### config.mk
export PLATFORM = sky130hd
export DESIGN_NAME = bcd_accumulator
export DESIGN_NICKNAME = d
export VERILOG_FILES = /design/src/rtl/bcd_accumulator.sv
export SDC_FILE = /design/constraint.sdc
export NUM_CORES = 1
export LEC_CHECK = 0
export CORE_MARGIN = 1
export CORE_UTILIZATION = 40
export CTS_BUF_LIST = sky130_fd_sc_hd__clkbuf_4
export DETAILED_ROUTE_END_ITERATION = 6
export RECOVER_POWER = 25
export SYNTH_ARGS = -nofsm -noshare
export SYNTH_HDL_FRONTEND = slang
export SYNTH_SLANG_ARGS = --single-unit
### constraint.sdc
create_clock -name i_clk -period 3.1 [get_ports i_clk]
set_clock_uncertainty 0.2 [all_clocks]
set_input_delay 0.62 -clock i_clk [delete_from_list [all_inputs] [get_ports i_clk]]
set_output_delay 0.62 -clock i_clk [all_outputs]
set_load 0.01 [all_outputs]
### src/rtl/bcd_accumulator.sv
// bcd_accumulator: adds a debounced-keypress-captured two-digit BCD operand
// to a three-digit BCD running total, one digit per clock.
// Ports:
//   i_clk, i_rst              clock, async active-high reset
//   i_key_n                   raw active-low pushbutton (asynchronous)
//   i_clr                     synchronous clear of total and flags
//   i_op_ones, i_op_tens      BCD operand digits from the switches
//   o_d0, o_d1, o_d2          total ones/tens/hundreds digits
//   o_busy                    addition in progress (ADD0..ADD2)
//   o_done                    one-cycle pulse after the total is updated
//   o_err                     last press carried a non-BCD operand
//   o_ovf                     sticky, total wrapped past 999
module bcd_accumulator #(
    parameter int unsigned DEBOUNCE_CYCLES = 500000
) (
    input  logic       i_clk,
    input  logic       i_rst,
    input  logic       i_key_n,
    input  logic       i_clr,
    input  logic [3:0] i_op_ones,
    input  logic [3:0] i_op_tens,
    output logic [3:0] o_d0,
    output logic [3:0] o_d1,
    output logic [3:0] o_d2,
    output logic       o_busy,
    output logic       o_done,
    output logic       o_err,
    output logic       o_ovf
);

    localparam int unsigned DIGIT_W = 4;
    localparam int unsigned SUM_W   = DIGIT_W + 1;
    localparam int unsigned CNT_W   = (DEBOUNCE_CYCLES > 1) ? $clog2(DEBOUNCE_CYCLES) : 1;
    localparam logic [CNT_W-1:0] CNT_LAST = CNT_W'(DEBOUNCE_CYCLES - 1);

    typedef enum logic [1:0] {IDLE, ADD0, ADD1, ADD2} state_t;

    // One BCD digit add: returns {carry, digit}
    function automatic logic [SUM_W-1:0] bcd_digit_add(
        input logic [DIGIT_W-1:0] a,
        input logic [DIGIT_W-1:0] b,
        input logic               cin
    );
        logic [SUM_W-1:0] sum;
        sum = SUM_W'(a) + SUM_W'(b) + SUM_W'(cin);
        if (sum > SUM_W'(9)) begin
            bcd_digit_add = {1'b1, DIGIT_W'(sum - SUM_W'(10))};
        end else begin
            bcd_digit_add = {1'b0, sum[DIGIT_W-1:0]};
        end
    endfunction

    logic             key_meta;
    logic             key_sync;
    logic             key_db;
    logic [CNT_W-1:0] db_cnt;
    logic             press_c;

    // Synchroniser and debouncer; the level only flips after a stable run
    always_ff @(posedge i_clk or posedge i_rst) begin
        if (i_rst) begin
            key_meta <= 1'b1;
            key_sync <= 1'b1;
            key_db   <= 1'b1;
            db_cnt   <= '0;
        end else begin
            key_meta <= i_key_n;
            key_sync <= key_meta;
            if (key_sync == key_db) begin
                db_cnt <= '0;
            end else if (db_cnt == CNT_LAST) begin
                key_db <= key_sync;
                db_cnt <= '0;
            end else begin
                db_cnt <= db_cnt + CNT_W'(1);
            end
        end
    end

    // Press event: the cycle in which the debounced level falls 1 -> 0
    assign press_c = key_db && !key_sync && (db_cnt == CNT_LAST);

    state_t             state, state_nxt;
    logic [DIGIT_W-1:0] op_ones, op_ones_nxt;
    logic [DIGIT_W-1:0] op_tens, op_tens_nxt;
    logic               carry, carry_nxt;
    logic [DIGIT_W-1:0] d0_nxt, d1_nxt, d2_nxt;
    logic               busy_nxt, done_nxt, err_nxt, ovf_nxt;
    logic [SUM_W-1:0]   add_res;

    // State and registered outputs
    always_ff @(posedge i_clk or posedge i_rst) begin
        if (i_rst) begin
            state   <= IDLE;
            op_ones <= '0;
            op_tens <= '0;
            carry   <= 1'b0;
            o_d0    <= '0;
            o_d1    <= '0;
            o_d2    <= '0;
            o_busy  <= 1'b0;
            o_done  <= 1'b0;
            o_err   <= 1'b0;
            o_ovf   <= 1'b0;
        end else begin
            state   <= state_nxt;
            op_ones <= op_ones_nxt;
            op_tens <= op_tens_nxt;
            carry   <= carry_nxt;
            o_d0    <= d0_nxt;
            o_d1    <= d1_nxt;
            o_d2    <= d2_nxt;
            o_busy  <= busy_nxt;
            o_done  <= done_nxt;
            o_err   <= err_nxt;
            o_ovf   <= ovf_nxt;
        end
    end

    // Next-state and next-output logic; i_clr dominates everything
    always_comb begin
        state_nxt   = state;
        op_ones_nxt = op_ones;
        op_tens_nxt = op_tens;
        carry_nxt   = carry;
        d0_nxt      = o_d0;
        d1_nxt      = o_d1;
        d2_nxt      = o_d2;
        done_nxt    = 1'b0;
        err_nxt     = o_err;
        ovf_nxt     = o_ovf;
        add_res     = '0;

        if (i_clr) begin
            state_nxt = IDLE;
            d0_nxt    = '0;
            d1_nxt    = '0;
            d2_nxt    = '0;
            err_nxt   = 1'b0;
            ovf_nxt   = 1'b0;
        end else begin
            case (state)
                IDLE: begin
                    if (press_c) begin
                        if ((i_op_ones > DIGIT_W'(9)) || (i_op_tens > DIGIT_W'(9))) begin
                            err_nxt = 1'b1;
                        end else begin
                            op_ones_nxt = i_op_ones;
                            op_tens_nxt = i_op_tens;
                            err_nxt     = 1'b0;
                            carry_nxt   = 1'b0;
                            state_nxt   = ADD0;
                        end
                    end
                end
                ADD0: begin
                    add_res   = bcd_digit_add(o_d0, op_ones, 1'b0);
                    d0_nxt    = add_res[DIGIT_W-1:0];
                    carry_nxt = add_res[DIGIT_W];
                    state_nxt = ADD1;
                end
                ADD1: begin
                    add_res   = bcd_digit_add(o_d1, op_tens, carry);
                    d1_nxt    = add_res[DIGIT_W-1:0];
                    carry_nxt = add_res[DIGIT_W];
                    state_nxt = ADD2;
                end
                ADD2: begin
                    add_res   = bcd_digit_add(o_d2, DIGIT_W'(0), carry);
                    d2_nxt    = add_res[DIGIT_W-1:0];
                    carry_nxt = add_res[DIGIT_W];
                    if (add_res[DIGIT_W]) begin
                        ovf_nxt = 1'b1;
                    end
                    done_nxt  = 1'b1;
                    state_nxt = IDLE;
                end
                default: begin
                    state_nxt = IDLE;
                end
            endcase
        end

        busy_nxt = (state_nxt != IDLE);
    end

endmodule
==> results.md <==
* RD Place Congestion at 0.8362
* Crit share post-route at 95.66%
* Clk Latency, worst-skew pair at 360 ps
* Top Ports at 28
* Kind of critical path: register to register
* Syn_area_per_cell at 10.10 um^2
* CTS Sinks at 49
* Die W at 85.61 um
* Hold path cells at 0
* Drt total wl at 5243 um
* Leakage at 1.445 nW
* Post-route setup TNS at 0 ps
* CTS Buf Count at 5
* ANT cells at 0
* RSZ-0062 raised after global routing: false
* Peak Freq at 0.3372 GHz
* Cells after synthesis at 277
* Overall routing resource usage at 16.00%
* Via count of the first global-routing pass at 2058
* Reg2reg end: carry$_DFFE_PP0P_
* Post-synthesis register bit count at 49
* DR iter-0 viols at 73
* Htree depth at 2
* Unique cell type count in the Yosys netlist at 50
* Final core utilization at 48.00%
* First-pass DRT Iterations at 4
* Synth async-reset ratio at 100.0%
* Worst-Margin Slew at 1051 ps
* Seq/Total Area, Yosys at 43.98%
* Hold Startpoint: key_meta$_DFF_PP1_
* Final Hold Vio Count at 0
* Global route overflow at 0
* Die height at 85.61 um
* Total number of vias at 2003
* Die Area at 7329 um^2
* P&R area growth vs syn at 15.97%
* Worst setup SP type: register
* DR WL/cell at 13.41 um
* Final Power at 1.076 mW
* GR peak layer: met2
* Syn Nets at 310
* First-pass GRT wire length at 9266 um
* Global Route met1 Usage at 19.57%
* CP Max Fanout at 5
* Initial Util at 41.39%
* Met3 usage at 2.599%
* Tmin final at 2966 ps
* Slew margin rel. at 29.87%
* Cell Area, Synth at 2796 um^2
* Vias per inst at 5.123
* Max cap viols at 0
* Number of placement rows at 30
* Root Buffer Master: clkbuf_4
* EDFF count, synth at 0
* Layout cells sized above 1 at 11.90%
* DRC errors left at 0
* Crit path required time at 3170 ps
* Maximum vdd drop at 288.1 uV
* PortBufs at 27
* Core Box Area at 6756 um^2
* Top FF cell, synth: dfrtp_1
* Critical path endpoint category: register
* Largest net degree at the start of global routing at 29
* Worst r2r path cells at 8
* Status: completed
* Filler cells at 666
* Min-Delay Path Class: register to register
* Layout net count at 343
* End of the worst hold path: key_sync$_DFF_PP1_
* Clock transition at path regs at 130 ps
* Ys Warns at 0
* Post-route setup slack at 134.4 ps
* Worst r2r src: o_d1[0]$_DFFE_PP0P_
* CTS hold repair buffers at 0
* Met2 Track Usage GR at 28.51%
* R2R Setup Slk at 130 ps
* Final ANT Viol Nets at 0
* DP HPWL at 4052 um
* CP arrival at 3030 ps
* Final slew viol count at 0
* CTS tree: built
* Initial antenna violation count at 0
* Clock Tree Buf Depth at 2
* Final setup fails at 0
* P per Cell Area at 331.7 nW/um^2
* Pre-CTS WS at 152.1 ps
[placed cells by master, fill, tap and decap left out, drive strengths merged, types with 2 or more instances in the layout]
cell type      synthesis  final
dfrtp                 46     46
nor2                  40     40
clkdlybuf4s50          0     25
ha                    18     18
inv                   17     17
nand3                 14     14
nand2                 13     13
xnor2                 12     12
a21oi                 12     12
xor2                  10     10
mux2                   8      8
clkbuf                 6      6
buf                    1      6
o21ai                  6      6
mux2i                  5      5
and3                   5      5
nor3                   5      5
nand2b                 4      4
nor3b                  4      4
nor2b                  3      3
a21o                   3      3
nand4b                 3      3
and2                   3      3
or2                    3      3
dfstp                  3      3
nor4                   3      3
or3                    3      3
fa                     3      3
a211o                  2      2
o31ai                  2      2
nand4                  2      2
a221oi                 2      2
clkinv                 0      2
dlygate4sd3            0      2
and4                   2      2
[critical path, stage by stage, from the launching register on]
cell and delay (ps):
dfrtp_1 440, fa_1 480, fa_2 560, inv_1 70, ha_1 200, nor2b_1 130
o41a_1 370, nand2b_1 170, a221oi_1 260
[layout make-up]
cell class / count / area [um^2] / area share (%)
timing repair buffer: 33 / 315.3 / 9.722
multi-input combinational: 204 / 1479 / 45.60
clock buffer: 6 / 45.04 / 1.389
inverter: 17 / 63.81 / 1.968
sequential: 49 / 1230 / 37.92
clock inverter: 2 / 10.01 / 0.3086
tap: 80 / 100.1 / 3.086
[worst max path at each step]
stage	startpoint	end	slack [ps]	cells past startpoint
finish	o_d1[0]$_DFFE_PP0P_	carry$_DFFE_PP0P_	130	8
global route	o_d1[0]$_DFFE_PP0P_	carry$_DFFE_PP0P_	0.1	8
CTS	o_d1[0]$_DFFE_PP0P_	carry$_DFFE_PP0P_	120	8
detailed placement	o_d1[0]$_DFFE_PP0P_	carry$_DFFE_PP0P_	150	8
global placement	o_d1[0]$_DFFE_PP0P_	carry$_DFFE_PP0P_	230	8
floorplan	o_d0[0]$_DFFE_PP0P_	o_d0[1]$_DFFE_PP0P_	260	9
[sequential cells by signal, summed over array words and instances (netlist names), 2 cells and up]
signal   cells
o_d0         4
o_d2         4
op_tens      4
op_ones      4
o_d1         4
db_cnt      19
state        2
[report_power, final]
group / switching, mW / total (mW) / internal, mW
Combinational: 0.0637 / 0.116 / 0.0519
Sequential: 0.0115 / 0.665 / 0.654
Clock: 0.199 / 0.295 / 0.0957
Total: 0.275 / 1.08 / 0.801
[routing by layer]
layer | vias up | wire length [um]
met3 | 6 | 94
li1 | 1030 | -
met5 | - | 0
met1 | 950 | 2444
met4 | 0 | 55
met2 | 17 | 2649
[cell families after synthesis]
family	synth area share [%]
and+or+nand+nor	20.85
DFF	43.98
AOI/OAI and AO/OA	9.844
buffers and inverters	3.221
xor gates and xnor gates	6.890
adders and majority gates	10.20
muxes	5.011
[cell usage after synthesis (4+ instances only)]
master,number,area share (%)
a21oi_1,12,2.1
and3_1,5,1.1
clkbuf_1,6,0.81
dfrtp_1,46,41
ha_1,18,8.1
inv_1,17,2.3
mux2_2,8,3.2
mux2i_1,5,1.8
nand2_1,13,1.7
nand2b_1,4,0.89
nand3_1,14,2.5
nor2_1,40,5.4
nor3_1,5,0.89
nor3b_1,4,1.1
o21ai_0,5,0.89
xnor2_1,12,3.8
xor2_1,10,3.1
[metrics by stage]
step	cell area, um^2	cells	hold slack (ps)
floorplan	2796	277	145.2
global placement	3186	383	147.3
detailed placement	3186	383	147.8
CTS	3241	391	166.9
global route	3243	391	171.1
finish	3243	391	166.4
[repair_timing]
| action | 4_1_cts | 5_1_grt |
|---|---|---|
| endpoints found under the setup margin | 0 | 1 |
| hold endpoints to repair | 0 | 0 |
| setup buffers | 0 | 0 |
| gates resized for setup | 0 | 1 |
Note: power is estimated with default switching activity, not from simulation.
